## src/rtl/square_puls_decoder.sv

```systemverilog
// ---------------------------------------------------------------------------
// square_puls_decoder
//
// Purpose:
//   Receive-side counterpart of the square pulse generator. Watches a strobed
//   stream of signed +/-1 samples. For each waveform period it measures the
//   period length and the high-phase length, both in samples. Each completed
//   measurement is reported with a single-cycle valid strobe.
//
// Ports:
//   clk_i                   system clock, everything on the rising edge
//   rst_i                   synchronous, active-high reset
//   data_i                  signed Q0.N_FRAC sample; HIGH when >= 0
//   data_in_valid_strobe_i  one-cycle qualifier for data_i
//   period_o                samples between two accepted rising edges
//   high_time_o             HIGH samples within that period
//   result_valid_strobe_o   one-cycle pulse marking a new measurement
//   locked_o                a full period has been measured since reset/overflow
//   overflow_strobe_o       one-cycle pulse: period exceeded counter range
//
// Optional feature:
//   Define SQUARE_PULS_DECODER_GLITCH_FILTER_EN to run the FSM on a filtered
//   level. The filtered level only follows a new raw level after two
//   consecutive strobed samples agree on it.
// ---------------------------------------------------------------------------
module square_puls_decoder #(
   parameter int N_FRAC = 7,
   parameter int CNT_W  = 16
) (
   input  logic              clk_i,
   input  logic              rst_i,
   input  logic [N_FRAC:0]   data_i,
   input  logic              data_in_valid_strobe_i,
   output logic [CNT_W-1:0]  period_o,
   output logic [CNT_W-1:0]  high_time_o,
   output logic              result_valid_strobe_o,
   output logic              locked_o,
   output logic              overflow_strobe_o
);

   typedef enum logic [1:0] {
      SYNC    = 2'd0,
      ARMED   = 2'd1,
      HIGH_PH = 2'd2,
      LOW_PH  = 2'd3
   } state_t;

   localparam logic [CNT_W-1:0] CNT_MAX = '1;
   localparam logic [CNT_W-1:0] CNT_ONE = CNT_W'(1);

   state_t           state_q, state_d;
   logic [CNT_W-1:0] cnt_q, cnt_d;
   logic [CNT_W-1:0] highCnt_q, highCnt_d;
   logic [CNT_W-1:0] period_q, period_d;
   logic [CNT_W-1:0] highTime_q, highTime_d;
   logic             resultValid_q, resultValid_d;
   logic             locked_q, locked_d;
   logic             overflow_q, overflow_d;

   logic             levelRaw;
   logic             level;

   // The sign bit alone decides the level. Zero counts as HIGH.
   assign levelRaw = ($signed(data_i) >= $signed((N_FRAC+1)'(0)));

`ifdef SQUARE_PULS_DECODER_GLITCH_FILTER_EN
   logic prevRaw_q;
   logic filtLevel_q;

   // The filtered level switches on the second of two agreeing raw samples.
   // A lone opposite sample is therefore treated as the current level.
   assign level = (levelRaw == prevRaw_q) ? levelRaw : filtLevel_q;

   // Filter history only advances on accepted samples. After reset it is LOW.
   always_ff @(posedge clk_i) begin
      if (rst_i) begin
         prevRaw_q   <= 1'b0;
         filtLevel_q <= 1'b0;
      end else if (data_in_valid_strobe_i) begin
         prevRaw_q   <= levelRaw;
         filtLevel_q <= level;
      end
   end
`else
   assign level = levelRaw;
`endif

   // State and result registers. Reset wins over a coincident strobe and
   // throws away any partial measurement.
   always_ff @(posedge clk_i) begin
      if (rst_i) begin
         state_q       <= SYNC;
         cnt_q         <= '0;
         highCnt_q     <= '0;
         period_q      <= '0;
         highTime_q    <= '0;
         resultValid_q <= 1'b0;
         locked_q      <= 1'b0;
         overflow_q    <= 1'b0;
      end else begin
         state_q       <= state_d;
         cnt_q         <= cnt_d;
         highCnt_q     <= highCnt_d;
         period_q      <= period_d;
         highTime_q    <= highTime_d;
         resultValid_q <= resultValid_d;
         locked_q      <= locked_d;
         overflow_q    <= overflow_d;
      end
   end

   // Next-state logic. Nothing moves without a strobe, and both strobes
   // drop back to 0 on every edge that does not raise them.
   // cnt counts samples since the last accepted rising edge.
   // highCnt counts the HIGH samples among them, so it can never exceed cnt.
   always_comb begin
      state_d       = state_q;
      cnt_d         = cnt_q;
      highCnt_d     = highCnt_q;
      period_d      = period_q;
      highTime_d    = highTime_q;
      resultValid_d = 1'b0;
      locked_d      = locked_q;
      overflow_d    = 1'b0;

      if (data_in_valid_strobe_i) begin
         case (state_q)
            SYNC: begin
               // Skip an initial high run: wait for LOW before arming.
               if (!level) begin
                  state_d = ARMED;
               end
            end
            ARMED: begin
               if (level) begin
                  cnt_d     = CNT_ONE;
                  highCnt_d = CNT_ONE;
                  state_d   = HIGH_PH;
               end
            end
            HIGH_PH: begin
               if (cnt_q == CNT_MAX) begin
                  overflow_d = 1'b1;
               end else begin
                  cnt_d = cnt_q + CNT_ONE;
                  if (level) begin
                     highCnt_d = highCnt_q + CNT_ONE;
                  end else begin
                     state_d = LOW_PH;
                  end
               end
            end
            LOW_PH: begin
               // A completing rising edge is always reported, even at CNT_MAX.
               // Only a further LOW sample can overflow here.
               if (level) begin
                  period_d      = cnt_q;
                  highTime_d    = highCnt_q;
                  resultValid_d = 1'b1;
                  locked_d      = 1'b1;
                  cnt_d         = CNT_ONE;
                  highCnt_d     = CNT_ONE;
                  state_d       = HIGH_PH;
               end else if (cnt_q == CNT_MAX) begin
                  overflow_d = 1'b1;
               end else begin
                  cnt_d = cnt_q + CNT_ONE;
               end
            end
            default: begin
               state_d = SYNC;
            end
         endcase

         // On overflow, abandon the measurement but keep the last reported
         // values. A LOW sample may re-arm at once. A HIGH sample must first
         // wait for LOW.
         if (overflow_d) begin
            locked_d  = 1'b0;
            cnt_d     = '0;
            highCnt_d = '0;
            state_d   = level ? SYNC : ARMED;
         end
      end
   end

   assign period_o              = period_q;
   assign high_time_o           = highTime_q;
   assign result_valid_strobe_o = resultValid_q;
   assign locked_o              = locked_q;
   assign overflow_strobe_o     = overflow_q;

endmodule

```

## config.mk

```make
export PLATFORM = sky130hd
export DESIGN_NAME = square_puls_decoder
export DESIGN_NICKNAME = d
export VERILOG_FILES = /design/src/rtl/square_puls_decoder.sv
export SDC_FILE = /design/constraint.sdc
export NUM_CORES = 1
export LEC_CHECK = 0
export CAP_MARGIN = 40
export CELL_PAD_IN_SITES_DETAIL_PLACEMENT = 0
export CELL_PAD_IN_SITES_GLOBAL_PLACEMENT = 1
export CORE_AREA = 2 2 86 88
export CTS_CLUSTER_DIAMETER = 80
export DETAILED_ROUTE_END_ITERATION = 16
export DIE_AREA = 0 0 88 90
export PLACE_DENSITY_LB_ADDON = 0.1
export SETUP_SLACK_MARGIN = 0.1
export SLEW_MARGIN = 0
export SYNTH_ARGS = -nofsm -noshare
export SYNTH_HDL_FRONTEND = slang
export SYNTH_SLANG_ARGS = --single-unit
```

## constraint.sdc

```tcl
create_clock -name clk_i -period 3.7 [get_ports clk_i]
set_input_delay 0.37 -clock clk_i [delete_from_list [all_inputs] [get_ports clk_i]]
set_output_delay 0.37 -clock clk_i [all_outputs]
set_load 0.02 [all_outputs]
```

Word level (Yosys, flattened, before mapping):

Cells that the tools add are included.

* add/subtract/negate cells: 2
* order comparisons: 1
* equal/unequal tests: 10
* mux-type cells: 24
* bitwise operators: 2
* reduce and logical (&&, ||, !) cells: 13

Operators by type and width (number)
* 2-to-1 mux 16 bit: 7
* case mux 16 bit (3 select lines): 1
* adder 16 x 1 -> 16 bit (second input constant): 2
* case mux 16 bit (2 select lines): 1
* equality test 16 bit (second input constant): 1
* inequality test 3 bit (second input constant): 5
* 2-to-1 mux 2 bit: 5
* AND reduction 5 bit: 2
* AND reduction 3 bit: 3
* greater-or-equal comparator 8 x 1 -> 1 bit (second input constant): 1
* 2-to-1 mux 1 bit: 8
* case mux 2 bit (3 select lines): 1
* equality test 2 bit (second input constant): 2
* nonzero test 2 bit: 2
* nonzero test 4 bit: 1
* OR reduction 2 bit: 2
* inequality test 3 x 1 -> 1 bit (second input constant): 1
* nonzero test 3 bit: 1
* OR reduction 3 bit: 1
* equality test 2 x 1 -> 1 bit (second input constant): 1
* logical NOT 2 bit: 1
* inverter 1 bit: 2
* case mux 1 bit (2 select lines): 1

* flip-flop bits (word level): 69
* input bits: 11
* output and inout port bits: 35
* word-level logic and storage cells: 60

Longest topological paths before layout:

Gate-level depths: netlist (run 1).

* word-level depth: 7
* mapped depth: 8
* mapped depth without buffers: 6

Worst setup path before layout (run 1):

No wires, ideal clock.

* path type: reg-to-reg
* start: register cnt_q[0]
* end: register highCnt_q[10]
* setup time: 70 ps
* arrival: 1846 ps
* data required time: 3630 ps
* setup slack: 1784 ps
* cell stages (with the launch flop): 8
* path buffers: 1
* period minus slack after synthesis: 1916 ps
* cell sequence: dfxtp_1 > ha_1 > nand4_1 > nor4_4 > a21oi_2 > buf_6 > or4_1 > a21oi_1

* cells in the longest elaborated chain, start to end: 7
* elaborated cells on any way between the ends: 11
* those cells by class: 4 x eq/ne; 5 x mux; 2 x reduce/logical

Ends and longest elaborated chain
* from (decl): RTL line 52 `logic [CNT_W-1:0] cnt_q, cnt_d;`
* from (signal assigned): RTL line 102 `cnt_q <= cnt_d;`
* equality test 16 bit *: RTL line 142, 164
* 2-to-1 mux 1 bit: RTL line 142, 164
* 2-to-1 mux 1 bit: RTL line 156 `if (level) begin`
* case mux 1 bit (2 select lines): RTL line 127 `case (state_q)`
* 2-to-1 mux 1 bit: RTL line 126 `if (data_in_valid_strobe_i) begin`
* inequality test 3 bit (no source line), or another cell as far along
* AND reduction 5 bit (no source line)
* to (signal assigned): RTL line 103 `highCnt_q <= highCnt_d;`
* to (decl): RTL line 53 `logic [CNT_W-1:0] highCnt_q, highCnt_d;`

Every way passes the cells marked *; elsewhere a longest branch is shown, timed or not. The select of a mux whose other input is x is not followed.
A chain may end at the register's enable or synchronous reset.

Final worst setup path (run 1):

* start: register cnt_q[0]
* end: register highCnt_q[1]

The elaborated chain is that of the path after synthesis.

==> metrics.yaml, run 1 <==
r2r_slack_ns: 1.12
hold_path_class: "flop to flop"
num_vias: 2479
die_area_um2: 7920
cap_violations: 0
dp_hpwl_um: 4440
startpoint: "cnt_q[0]"
drv_slew: 0
holdWs_ns: 0.454
nets: 401
cp_slowest_stage_delay_ns: 0.48
crit_type: "flop to flop"
reg2reg_depth: 8
start_util_pct: 40.9
cp-start-kind: "flop"
stdcell_count: 491
first_iter_violations: 152
synth_top_area_share_pct: 48.1
worst_slew_pin_slew_ns: 0.753
syn_area_per_cell_um2: 8.11
clk_latency_ns: 0.35
clock_path_buffers: 2
cp_num_buf_inv: 2
synth_area_um2: 2870
fin_crit_ns: 2.58
clock_skew_ns: 0.00750
fillers: 696
hold_depth: 2
place_area_um2: 3330
ant_nets: 0
cts_made_buffers: 9
max_freq_mhz: 388
synth_ff_type: "dfxtp_1"
ys_seq_area_share_pct: 48.1
final_cell_area_um2: 3510
row_count: 31
synth_xor_area_share_pct: 3.36
muxShareOfSynthArea_pct: 0.697
post_cts_buffers: 0
dp_cells: 476
antenna_cells: 0
grt_pass1_vias: 2214
synth-adder-area-share_pct: 0.872
synthTopCellsByCount: "nand2_1 (76), dfxtp_1 (69), a21oi_1 (51), nor2_1 (25)"
rsz0062_at_grt: "no"
design_power_total_mw: 1.37
cp.depth: 8
path_delay_family: "simple AND/OR/NAND/NOR gates"
htreeDepth: 3
clock-sinks: 69
dr.pass1.iters: 4
grt_start_max_net_pins: 41
die_x_um: 88
rr_endpoint: "highCnt_q[1]"
cp_max_fo: 17
clockRootBuffer: "clkbuf_8"
postCtsHoldBufs: 0
min_period_over_period_pct: 69.7
setup-violations-final: 0
crit_path_frequent_cell: "buf_4"
arrival_ns: 2.81
slowest_stage: "nor4_4"
setup_tns_ns: 0
synth-simple-area-share_pct: 27.5
layout-drive-gt1-share_pct: 6.12
async_flop_share_pct: 0
synth_cell_type_count: 41
track_usage_pct: 17.9
ys_top_cells_by_area: "dfxtp_1 (48%), nand2_1 (9.9%), a21oi_1 (8.9%), nor2_1 (3.3%), nand3_1 (2.8%)"
tritoncts: "done"
synth-seq-cells: 69
r2r-start: "cnt_q[0]"
routed_wl_um: 6620
core-area_um2: 7020
synth_top_family_by_area: "simple AND/OR/NAND/NOR gates"
ys_warn_count: 0
crit_end: "highCnt_q[1]"
yosysTopAreaCell: "dfxtp_1"
syn-instance-count: 354
routedWlPerCell_um: 13.5
clkTransAtPathRegs_ns: 0.07
crit_chain: "ha_1 -> nand4_1 -> nor4_4 -> buf_4 -> nand3_1 -> nand2b_1 -> buf_4 -> nor2_1"
gp_congestion: 0.765
syn-num-nets: 367
status: "complete, no violations"
synth_edf_count: 0
cts_resized: 0
power.density_nw_per_um2: 390
io_pins: 46
finalHoldViolCount: 0
io_buffers: 38
ir_drop_mv: 0.193
synth_compound_area_share_pct: 15.4
antenna_found_initial: 0
grt_pass1_wl_um: 11000
relSlewSlack_pct: 49.8
synth.most_common_cell: "nand2_1"
syn2layout_area_growth_pct: 22.1
worstPathRequired_ns: 3.93
viasPerCell: 5.05
die_h_um: 90
gr-total-overflow: 0
drc: 0
p_leak_nw: 1.11
crit_path_end_kind: "flop"
==> worst min-delay path: stages, from the launching register on <==
cell and delay (ns):
dfxtp_1 0.31, nand2_1 0.05, a21oi_1 0.05
==> cell families (layout without fill, tap and decap cells) <==
group / count (synthesis) / in the layout
AOI/OAI and AO/OA: 81 / 81
xor gates and xnor gates: 11 / 11
adders and majority gates: 2 / 2
buffers and inverters: 27 / 65
DFF: 69 / 69
muxes: 2 / 2
and+or+nand+nor: 162 / 162
==> area by class of cell <==
cell class | count | area (um^2) | area share (%)
multi-input cells | 258 | 1370 | 39.2
clock inverters | 5 | 52.6 | 1.50
well taps | 99 | 124 | 3.53
flip-flops and latches | 69 | 1380 | 39.4
inverters | 6 | 22.5 | 0.642
clock buffers | 10 | 128 | 3.64
repair buffers | 44 | 425 | 12.1
==> state kept, by name, indices dropped and copies added, names as in the netlist <==
| register | count |
|---|---|
| cnt_q | 16 |
| highCnt_q | 16 |
| high_time_o | 16 |
| period_o | 16 |
| state_q | 2 |
| locked_o | 1 |
| overflow_strobe_o | 1 |
| result_valid_strobe_o | 1 |
==> per-stage QoR <==
stage	util (%)	setup WS (ns)
global route	49.9	0.823
detailed placement	47.4	0.991
global placement	47.4	0.985
floorplan	-	1.78
CTS	49.9	1.06
finish	49.9	1.12
==> placed cells by master, fill, tap and decap left out, drive strengths merged, types with 2 or more instances in the layout <==
master	netlist	routed
or3	12	12
nand4b	2	2
buf	5	6
clkbuf	16	10
nand2	76	76
nor2b	2	2
nor3	5	5
and4	2	2
clkdlybuf4s50	0	38
nor2	25	25
o211ai	3	3
nor4	3	3
a21oi	52	52
or4	5	5
o31ai	5	5
ha	2	2
o21ai	15	15
and3	3	3
nand4	4	4
nand3	16	16
mux2i	2	2
xor2	2	2
dfxtp	69	69
clkinv	0	3
xnor2	9	9
inv	6	6
nor3b	3	3
==> layer usage <==
layer  global-route usage, %  routed length, um
met2                    23.5               2650
met5                       0                  0
met1                    27.5               3610
met3                    2.75                241
met4                    9.23                114
==> power breakdown <==
part           total, mW  internal (mW)  leakage, nW  switching, mW
Sequential         0.749          0.745        0.556        0.00381
Combinational     0.0355         0.0101        0.458         0.0254
Clock              0.585          0.304       0.0919          0.281
Total               1.37           1.06         1.11          0.310
==> how the worst min path moves through the flow <==
stage / endpoint / slack, ns / start
floorplan: high_time_o[15] / 0.44 / highCnt_q[15]
global placement: period_o[4] / 0.44 / period_o[4]
detailed placement: period_o[1] / 0.45 / period_o[1]
CTS: high_time_o[14] / 0.46 / high_time_o[14]
global route: high_time_o[11] / 0.48 / high_time_o[11]
finish: high_time_o[2] / 0.45 / high_time_o[2]
Power figures use the tool's default switching activity.
==> run 2: changes to the inputs <==
Settings changed: CORE_AREA 2 2 86 88 to 2 2 94 96, DIE_AREA 0 0 88 90 to 0 0 96 98.
Clock period 3.7 ns to 2.2 ns, I/O delays scaled along.
==> run 2 against run 1 <==
First-iteration DRC count shrank 49%. Wire length is 6.9% higher. Sequential share of layout area down 3.0 points. Combinational power grew 140%. Cell count rose by 7.9%. Worst hold slack lost 0.00053 ns. Core utilization shrank 5.0 points. Via count up 6.4%. Sequential power up 68%.
==> metrics.yaml, run 2 (synthesis results as in run 1) <==
cp-start-kind: "flop"
p_leak_nw: 1.26  # +14%
finalHoldViolCount: 0  # unchanged
clockRootBuffer: "clkbuf_8"
routed_wl_um: 7080  # +6.9%
syn2layout_area_growth_pct: 32.6
worstPathRequired_ns: 2.47  # -1.46 ns
clock_skew_ns: 0.0102  # +0.00272 ns
hold_path_class: "flop to flop"
antenna_cells: 0  # unchanged
die_h_um: 98  # +8.9%
relSlewSlack_pct: 54.4  # +4.6 points
track_usage_pct: 16.3  # -1.6 points
crit_path_end_kind: "flop"
clock-sinks: 69  # unchanged
cap_violations: 0  # unchanged
dr.pass1.iters: 4  # unchanged
clock_path_buffers: 2  # unchanged
postCtsHoldBufs: 0  # unchanged
grt_pass1_vias: 2459  # +11%
arrival_ns: 2.30  # -0.51 ns
start_util_pct: 33.9  # -7.0 points
cp_slowest_stage_delay_ns: 0.41  # -0.07 ns
die_x_um: 96  # +9.1%
final_cell_mix: "nand2_1 (76), dfxtp_1 (67), a21oi_1 (48)"
ant_nets: 0  # unchanged
viasPerCell: 4.98  # -1.5%
setup-violations-final: 0  # unchanged
grtUsageMet3_pct: 3.24  # +0.49 points
drv_slew: 0  # unchanged
drc: 0  # unchanged
gp_congestion: 0.783  # +2.4%
use_met2_pct: 22.3  # -1.2 points
grt_start_max_net_pins: 24  # -41%
cp_max_fo: 9  # -8
crit_chain: "ha_2 -> nand4_1 -> nor4_4 -> buf_4 -> a32oi_4 -> or3_1 -> a21oi_1"
io_buffers: 38  # unchanged
path_delay_family: "simple AND/OR/NAND/NOR gates"
num_vias: 2637  # +6.4%
first_iter_violations: 77  # -49%
r2r-start: "cnt_q[0]"
grt_pass1_wl_um: 12100  # +11%
ir_drop_mv: 0.250  # +30%
gr-total-overflow: 0  # unchanged
slowest_stage: "or3_1"
fin_crit_ns: 2.03  # -0.549 ns
tritoncts: "done"
r2r_slack_ns: 0.17  # -0.95 ns
rr_endpoint: "highCnt_q[15]"
clkTransAtPathRegs_ns: 0.08  # about the same
core-area_um2: 8470  # +21%
crit_type: "flop to flop"
hold_depth: 2  # unchanged
cp_num_buf_inv: 1  # -1
dp_hpwl_um: 4990  # +12%
design_power_total_mw: 2.38  # +74%
worstHoldStart: "high_time_o[7]"
nets: 430  # +7.2%
antenna_found_initial: 0  # unchanged
power.density_nw_per_um2: 626  # +60%
max_freq_mhz: 493  # +27%
setup_tns_ns: 0  # unchanged
layout-drive-gt1-share_pct: 15.2  # +9.0 points
die_area_um2: 9410  # +19%
hold_end: "high_time_o[7]"
clk_latency_ns: 0.35  # about the same
row_count: 34  # +9.7%
io_pins: 46  # unchanged
routedWlPerCell_um: 13.4  # -1.0%
cts_made_buffers: 9  # unchanged
status: "complete, no violations"
reg2reg_depth: 7  # -1
final_common_cell: "nand2_1"
htreeDepth: 3  # unchanged
grt-busiest-layer: "met1"
met1_usage_pct: 24.6  # -3.0 points
rsz0062_at_grt: "no"
worst_slew_pin_slew_ns: 0.680  # -0.0738 ns
min_period_over_period_pct: 92.3  # +23 points
post-route-util_pct: 45.0  # -5.0 points
## run 2: cell types whose count changed in the layout (fill, tap and decap cells not counted), moves of 2 or more
cell        previous run  this run
a21oi_2                1         4
a21oi_1               51        48
or4_4                  0         2
buf_4                  6        34
clkinvlp_4             1         3
dfxtp_2                0         2
dfxtp_1               69        67
or4_1                  5         3
## run 2: worst max-delay path by stage
stage / startpoint / to / slack (ns) / cells past startpoint
floorplan: cnt_q[0] / highCnt_q[10] / 0.28 / 7
global placement: data_i[7] / highCnt_q[13] / 0.05 / 8
detailed placement: data_in_valid_strobe_i / highCnt_q[11] / 0.008 / 7
CTS: cnt_q[0] / highCnt_q[13] / 0.15 / 8
global route: cnt_q[1] / highCnt_q[15] / 0.09 / 7
finish: cnt_q[0] / highCnt_q[15] / 0.17 / 7
## run 2: layout make-up
cell class	count	area [um^2]
Sequential cell	69	1380
Fill cell	873	4660
Timing Repair Buffer	72	636
Tap cell	108	135
Multi-Input combinational cell	259	1430
Inverter	6	22.5
Clock inverter	6	62.6
Clock buffer	10	138
## run 2: tightest hold or removal path: cells and delay by family (launching register included)
kind / cells / cell delay [ns]
flops: 1 / 0.31
simple gates: 1 / 0.05
compound gates: 1 / 0.05
## run 2: metal layers
metal,part of all wire [%],vias up
met5,0,-
met4,1.5,0
met3,2.9,12
met2,43,46
met1,53,1229
li1,-,1350
## run 2: metrics by stage
step           setup slack (ns)  hold WS (ns)  area, um^2  cells
2_1_floorplan             0.284         0.367        2870    354
5_1_grt                  0.0879         0.476        3810    530
6_report                  0.170         0.453        3810    530
3_5_place_dp            0.00818         0.447        3520    510
4_1_cts                   0.150         0.458        3720    526
3_3_place_gp             0.0520         0.444        3520    510
## run 2: where the power goes
part           total, mW  switching, mW  internal, mW
Combinational     0.0837         0.0509        0.0329
Clock               1.04          0.493         0.550
Sequential          1.26        0.00494          1.25
## run 2: repair_timing
action | CTS | global route
cloned | 0 | 1
pin swaps | 1 | 5
setup buffers | 0 | 3
endpoints found under the hold margin | 0 | 0
endpoints found under the setup margin | 11 | 13
resized for setup | 0 | 12
